`config.mk`:
```
export PLATFORM = sky130hd
export DESIGN_NAME = alu_ctrl_seq
export DESIGN_NICKNAME = d
export VERILOG_FILES = /design/src/rtl/alu_ctrl_seq.sv
export SDC_FILE = /design/constraint.sdc
export NUM_CORES = 1
export LEC_CHECK = 0
export BUFFER_PORTS_ARGS = -buffer_cell sky130_fd_sc_hd__buf_4
export CORE_ASPECT_RATIO = 0.7
export CORE_MARGIN = 2
export CORE_UTILIZATION = 59
export DETAILED_ROUTE_END_ITERATION = 12
export GPL_ROUTABILITY_DRIVEN = 0
export PLACE_DENSITY_LB_ADDON = 0.05
export SKIP_CTS_REPAIR_TIMING = 1
export SLEW_MARGIN = 20
export SYNTH_ARGS = -nofsm -noshare
export SYNTH_HDL_FRONTEND = slang
export SYNTH_SLANG_ARGS = --single-unit
```
`constraint.sdc`:
```
create_clock -name clk -period 2.88 [get_ports clk]
set_input_delay 0.576 -clock clk [delete_from_list [all_inputs] [get_ports clk]]
set_output_delay 0.576 -clock clk [all_outputs]
set_load 0.005 [all_outputs]
```
`src/rtl/alu_ctrl_seq.sv`:
```
// ---------------------------------------------------------------------------
// alu_ctrl_seq
// Registered ALU-control decoder that sits between the decode stage and the
// ALU/MDU. It turns alu_op/funct3/funct7 into an ALU control code (RV32I plus
// optional RV32M), presents the result through a valid/ready output register,
// and keeps the decode stage stalled while a multi-cycle MUL/DIV occupies the
// execute unit.
//
// Ports:
//   clk          clock, all state changes on the rising edge
//   rst          asynchronous active-high reset
//   in_valid     upstream holds a valid alu_op/funct3/funct7
//   in_ready     the block accepts the input this cycle
//   alu_op       00 load/store, 01 branch, 10 R-type, 11 I-type
//   funct3       instruction funct3
//   funct7       instruction funct7
//   out_valid    alu_control/illegal/multi_cycle are valid
//   out_ready    downstream accepts the output
//   alu_control  registered ALU control code
//   illegal      registered flag, the decode was undecodable
//   multi_cycle  registered flag, the op is MUL/DIV-class
//   ex_busy      the execute unit is occupied by a multi-cycle op
// ---------------------------------------------------------------------------
module alu_ctrl_seq #(
   parameter int CTRL_W       = 5,
   parameter int ENABLE_M     = 1,
   parameter int MUL_CYCLES   = 2,
   parameter int DIV_CYCLES   = 33,
   parameter int ILLEGAL_CODE = 19
) (
   input  logic              clk,
   input  logic              rst,
   input  logic              in_valid,
   output logic              in_ready,
   input  logic [1:0]        alu_op,
   input  logic [2:0]        funct3,
   input  logic [6:0]        funct7,
   output logic              out_valid,
   input  logic              out_ready,
   output logic [CTRL_W-1:0] alu_control,
   output logic              illegal,
   output logic              multi_cycle,
   output logic              ex_busy
);

   localparam int MAX_LAT = (MUL_CYCLES > DIV_CYCLES) ? MUL_CYCLES : DIV_CYCLES;
   localparam int CNT_W   = (MAX_LAT > 1) ? $clog2(MAX_LAT) : 1;

   localparam logic [CTRL_W-1:0] C_ADD     = CTRL_W'(0);
   localparam logic [CTRL_W-1:0] C_SUB     = CTRL_W'(2);
   localparam logic [CTRL_W-1:0] C_SLT     = CTRL_W'(3);
   localparam logic [CTRL_W-1:0] C_SLTU    = CTRL_W'(4);
   localparam logic [CTRL_W-1:0] C_SLL     = CTRL_W'(7);
   localparam logic [CTRL_W-1:0] C_SRL     = CTRL_W'(8);
   localparam logic [CTRL_W-1:0] C_SRA     = CTRL_W'(9);
   localparam logic [CTRL_W-1:0] C_AND     = CTRL_W'(11);
   localparam logic [CTRL_W-1:0] C_OR      = CTRL_W'(12);
   localparam logic [CTRL_W-1:0] C_XOR     = CTRL_W'(13);
   localparam logic [CTRL_W-1:0] C_MUL     = CTRL_W'(14);
   localparam logic [CTRL_W-1:0] C_MULH    = CTRL_W'(15);
   localparam logic [CTRL_W-1:0] C_DIV     = CTRL_W'(16);
   localparam logic [CTRL_W-1:0] C_DIVU    = CTRL_W'(17);
   localparam logic [CTRL_W-1:0] C_REM     = CTRL_W'(18);
   localparam logic [CTRL_W-1:0] C_REMU    = CTRL_W'(20);
   localparam logic [CTRL_W-1:0] C_MULHSU  = CTRL_W'(21);
   localparam logic [CTRL_W-1:0] C_MULHU   = CTRL_W'(22);
   localparam logic [CTRL_W-1:0] C_ILLEGAL = CTRL_W'(ILLEGAL_CODE);

   localparam logic [6:0] F7_BASE = 7'b0000000;
   localparam logic [6:0] F7_ALT  = 7'b0100000;
   localparam logic [6:0] F7_MEXT = 7'b0000001;

   typedef enum logic [1:0] {
      IDLE,
      HOLD,
      BUSY
   } state_t;

   state_t             state;
   logic [CNT_W-1:0]   counter;
   logic [CTRL_W-1:0]  dec_code;
   logic               dec_illegal;
   logic               dec_multi;
   logic               is_mul_class;
   logic [CNT_W-1:0]   busy_load;

   // Pure combinational decode of the current input fields. Everything starts
   // as illegal and each legal combination overrides it, so any pattern that
   // is not listed falls out as the illegal code without extra cases.
   always_comb begin
      dec_code    = C_ILLEGAL;
      dec_illegal = 1'b1;
      dec_multi   = 1'b0;
      unique case (alu_op)
         2'b00: begin
            dec_code    = C_ADD;
            dec_illegal = 1'b0;
         end
         2'b01: begin
            dec_code    = C_SUB;
            dec_illegal = 1'b0;
         end
         2'b10: begin
            if (funct7 == F7_BASE) begin
               dec_illegal = 1'b0;
               unique case (funct3)
                  3'b000: dec_code = C_ADD;
                  3'b001: dec_code = C_SLL;
                  3'b010: dec_code = C_SLT;
                  3'b011: dec_code = C_SLTU;
                  3'b100: dec_code = C_XOR;
                  3'b101: dec_code = C_SRL;
                  3'b110: dec_code = C_OR;
                  3'b111: dec_code = C_AND;
               endcase
            end else if (funct7 == F7_ALT) begin
               if (funct3 == 3'b000) begin
                  dec_code    = C_SUB;
                  dec_illegal = 1'b0;
               end else if (funct3 == 3'b101) begin
                  dec_code    = C_SRA;
                  dec_illegal = 1'b0;
               end
            end else if ((funct7 == F7_MEXT) && (ENABLE_M != 0)) begin
               dec_illegal = 1'b0;
               dec_multi   = 1'b1;
               unique case (funct3)
                  3'b000: dec_code = C_MUL;
                  3'b001: dec_code = C_MULH;
                  3'b010: dec_code = C_MULHSU;
                  3'b011: dec_code = C_MULHU;
                  3'b100: dec_code = C_DIV;
                  3'b101: dec_code = C_DIVU;
                  3'b110: dec_code = C_REM;
                  3'b111: dec_code = C_REMU;
               endcase
            end
         end
         2'b11: begin
            unique case (funct3)
               3'b000: begin dec_code = C_ADD;  dec_illegal = 1'b0; end
               3'b010: begin dec_code = C_SLT;  dec_illegal = 1'b0; end
               3'b011: begin dec_code = C_SLTU; dec_illegal = 1'b0; end
               3'b100: begin dec_code = C_XOR;  dec_illegal = 1'b0; end
               3'b110: begin dec_code = C_OR;   dec_illegal = 1'b0; end
               3'b111: begin dec_code = C_AND;  dec_illegal = 1'b0; end
               3'b001: begin
                  if (funct7 == F7_BASE) begin
                     dec_code    = C_SLL;
                     dec_illegal = 1'b0;
                  end
               end
               3'b101: begin
                  if (funct7 == F7_BASE) begin
                     dec_code    = C_SRL;
                     dec_illegal = 1'b0;
                  end else if (funct7 == F7_ALT) begin
                     dec_code    = C_SRA;
                     dec_illegal = 1'b0;
                  end
               end
            endcase
         end
      endcase
   end

   // Occupancy of the held op is chosen from its registered code: the
   // multiply family uses MUL_CYCLES and everything else that is multi-cycle
   // is a divide/remainder. The counter is preloaded with LAT-1 so that the
   // BUSY state lasts exactly LAT cycles including the one where it hits 0.
   always_comb begin
      is_mul_class = (alu_control == C_MUL)    || (alu_control == C_MULH) ||
                     (alu_control == C_MULHSU) || (alu_control == C_MULHU);
      busy_load    = is_mul_class ? CNT_W'(MUL_CYCLES - 1) : CNT_W'(DIV_CYCLES - 1);
   end

   // Input is taken whenever the block is empty, or when the held result is
   // leaving this cycle and it does not send the execute unit into BUSY.
   assign in_ready = (state == IDLE) ||
                     ((state == HOLD) && out_ready && !multi_cycle);

   // Main sequencer: IDLE waits for an op, HOLD presents it until the
   // downstream handshake, BUSY counts down the execute-unit occupancy.
   // Output registers keep their last value whenever nothing new is loaded.
   always_ff @(posedge clk or posedge rst) begin
      if (rst) begin
         state       <= IDLE;
         out_valid   <= 1'b0;
         alu_control <= C_ILLEGAL;
         illegal     <= 1'b0;
         multi_cycle <= 1'b0;
         ex_busy     <= 1'b0;
         counter     <= '0;
      end else begin
         unique case (state)
            IDLE: begin
               if (in_valid) begin
                  alu_control <= dec_code;
                  illegal     <= dec_illegal;
                  multi_cycle <= dec_multi;
                  out_valid   <= 1'b1;
                  state       <= HOLD;
               end
            end
            HOLD: begin
               if (out_ready) begin
                  if (multi_cycle) begin
                     out_valid <= 1'b0;
                     ex_busy   <= 1'b1;
                     counter   <= busy_load;
                     state     <= BUSY;
                  end else if (in_valid) begin
                     alu_control <= dec_code;
                     illegal     <= dec_illegal;
                     multi_cycle <= dec_multi;
                  end else begin
                     out_valid <= 1'b0;
                     state     <= IDLE;
                  end
               end
            end
            BUSY: begin
               if (counter == '0) begin
                  ex_busy <= 1'b0;
                  state   <= IDLE;
               end else begin
                  counter <= counter - 1'b1;
               end
            end
            default: begin
               out_valid <= 1'b0;
               ex_busy   <= 1'b0;
               state     <= IDLE;
            end
         endcase
      end
   end

endmodule

```
==> metrics.md <==
| Metric | Value |
|---|---|
| Final setup viols | `0` |
| Cell Area, Placed | `1540 µm²` |
| Final Util | `0.731` |
| Largest family of logic cells by synthesized area | `simple AND/OR/NAND/NOR gates` |
| Pre-antenna DRT Iters | `4` |
| DIE HEIGHT | `43.8 µm` |
| Leakage power | `0.000692 µW` |
| Root buf cell | `clkbuf_4` |
| Port bufs | `25` |
| Power per Cell Area | `425 nW/µm²` |
| # IOs | `26` |
| Worst-path clk slew | `0.10 ns` |
| Ratio of cells with drive above 1 in the final layout | `0.219` |
| Period utilization | `0.683` |
| Post-synth EDFFs | `0` |
| Yosys top cell area share | `0.263` |
| Core Box Area | `approximately 2100 µm²` |
| Outcome | `finished, final reports clean` |
| Post-Syn Instances | `160` |
| Slowest cell on crit path | `or4_4` |
| Clock buffer depth | `2` |
| Vias in the first global route | `1,218` |
| Htree depth | `1` |
| Synth cell types | `48` |
| Slowest stage delay, CP | `0.57 ns` |
| Largest net degree at the start of global routing | `20` |
| # fillers | `177` |
| Worst hold path type | `input pin to async pin` |
| Latest clock arrival within the worst-skew pair | `0.29 ns` |
| Antenna viol nets, final | `0` |
| Design area | `1560 µm²` |
| Diode count | `0` |
| # nets final | `slightly above 200` |
| DP Wirelength | `2.48 mm` |
| WL/cell | `about 15 µm` |
| Kind of critical path | `input pin to register` |
| Max-Cap Viols | `0` |
| FFs w/ async S/R, synth | `1.00` |
| Standard-cell rows | `14` |
| Initial core utilization | `0.624` |
| Via count | `1,302` |
| Peak supply drop | `around 0.34 mV` |
| Total Power | `roughly 660 µW` |
| CTS Sinks | `17` |
| Ys Warns | `0` |
| Synth area leader | `dfrtp_1` |
| Period minus WS final | `1.97 ns` |
| Worst-path fanout max | `7` |
| Syn Area/Cell | `8.33 µm²` |
| Area Growth Syn to Fin | `17.2%` |
| Storage element area | `429 µm²` |
| Critical path buffers and inverters | `1` |
| Top cells by area, synth | `dfrtp_1 (26%), ha_1 (6.6%), dfstp_2 (5.9%)` |
| Synthesized flop and latch total | `17` |
| GRT Overall Usage | `0.271` |
| Fmax | `0.508 GHz` |
| Post-Syn Area | `1330 µm²` |
| Multi-input logic area | `818 µm²` |
| Compound-Gate Fraction of Synth Area | `0.232` |
| Rel. slew slack | `0.571` |
| Post-route setup TNS | `0 ns` |
| Die area | `~2700 µm²` |
| CP delay by family, top | `simple AND/OR/NAND/NOR gates` |
| CP arrival | `2.20 ns` |
| Worst-Margin Slew | `around 0.64 ns` |
| Number of CTS-inserted buffers | `3` |
| Critical Path RT | `3.11 ns` |
| Crit. End Element | `register` |
| Hold Fails Final Rpt | `0` |
| Clk_skew | `approximately 0.0027 ns` |
| Syn Nets | `183` |
| RSZ-0062 raised after global routing | `false` |
| Main synth FF type | `dfrtp_1` |
| GR Overflow Total | `0` |
| Die Wd | `60.8 µm` |
| Critical path cell sequence | `buf_4 -> or4_4 -> or3_4 -> o2111ai_2 -> o21ai_1 -> mux2_4` |
| Via/cell ratio | `6.06` |
| Initial antenna violation count | `0` |
| TritonCTS clock tree | `done` |
| CP Launch Type | `input pin` |
| Top-count cell post-synth | `nor2_1` |
| Simple-Gate Fraction of Synth Area | `0.261` |
| Synth Area in Adders | `0.0657` |
| First-pass GRT wire length | `around 5.4 mm` |
| Drt total wl | `3.13 mm` |
| Slew Limit Fails | `0` |
| Top post-synthesis cells by count | `nor2_1 (15), dfrtp_1 (14), a21oi_1 (13)` |
| Post-Synth XOR/XNOR Area | `0.0197` |
| DRC | `0` |
| Mux contribution to synthesized area | `0.0357` |
| Initial DRC Count | `between 100 and 150` |
| Sequential fraction of the synthesis area | `0.322` |
[kinds of logic (layout without fill, tap and decap cells)]
kind of cell               Yosys count  count (layout)
AOI/OAI and AO/OA                   46              46
muxes                                3               3
buffers and inverters               20              43
xor gates and xnor gates             3               3
and+or+nand+nor                     64              64
DFF                                 17              17
adders and majority gates            7               7
[report_power, final]
group	internal, µW	leakage, µW	switching [µW]
registers	281	0.000203	35.6
clock network	54.0	0.0000150	75.4
logic	108	0.000475	110
total	444	0.000692	221
[flip-flops by register name, summed over array words and instances, names as in the netlist]
register     cells
counter          6
alu_control      5
state            2
ex_busy          1
illegal          1
multi_cycle      1
out_valid        1
[layout by cell type (no fill, tap or decap), drive strengths merged, types with 2 or more instances in the layout]
cell	instances
a211o	2
a21oi	13
a31oi	3
buf	27
clkbuf	4
dfrtp	14
dfstp	3
ha	7
inv	12
nand2	8
nand2b	9
nand3	5
nor2	15
nor2b	4
nor3	7
nor4	2
nor4b	2
o2111ai	2
o211ai	3
o21ai	10
o41ai	3
or2	2
or3	4
xnor2	3
[final cells by class]
cell class / count / area share
inverters: 12 / 0.0288
well taps: 32 / 0.0256
multi-input cells: 123 / 0.524
flip-flops and latches: 17 / 0.275
repair buffers: 27 / 0.130
clock buffers: 4 / 0.0168
[metal layers]
metal | wire (µm) | global-route usage | up-vias
met5 | 0 | 0 | -
met4 | 17 | 0.0391 | 0
met3 | 305 | 0.0776 | 4
met2 | 1330 | 0.398 | 74
met1 | 1480 | 0.408 | 595
li1 | - | - | 629
[metrics by stage]
step | instances | hold WS, ns | worst slack, ns
floorplan | 160 | 0.472 | 0.708
global placement | 211 | 0.499 | 0.633
detailed placement | 211 | 0.504 | 0.601
CTS | 215 | 0.389 | 0.919
global route | 215 | 0.416 | 0.812
finish | 215 | 0.362 | 0.912
[path summary, 6_finish.rpt]
| kind | cells past startpoint | slack (ns) | from | endpoint |
|---|---|---|---|---|
| min in group clk | 2 | 0.53 | counter[1]$_DFFE_PP0P_ | counter[1]$_DFFE_PP0P_ |
| max in group asynchronous | 2 | 2.11 | rst | counter[1]$_DFFE_PP0P_ |
| setup reg to reg | 7 | 1.16 | counter[0]$_DFFE_PP0P_ | counter[4]$_DFFE_PP0P_ |
| setup / recovery | 6 | 0.91 | funct7[6] | alu_control[4]$_DFFE_PP1P_ |
| hold reg to reg | 2 | 0.53 | counter[1]$_DFFE_PP0P_ | counter[1]$_DFFE_PP0P_ |
| hold / removal | 2 | 0.36 | rst | counter[4]$_DFFE_PP0P_ |
[worst reg2reg max path, delay by kind of cell (launching register included)]
| kind | cells | cell delay, ns |
|---|---|---|
| buf+inv | 1 | 0.09 |
| fa+ha+maj | 1 | 0.20 |
| compound gates | 3 | 0.51 |
| simple gates | 2 | 0.47 |
| flops | 1 | 0.38 |
(Power assumes the default switching activity.)
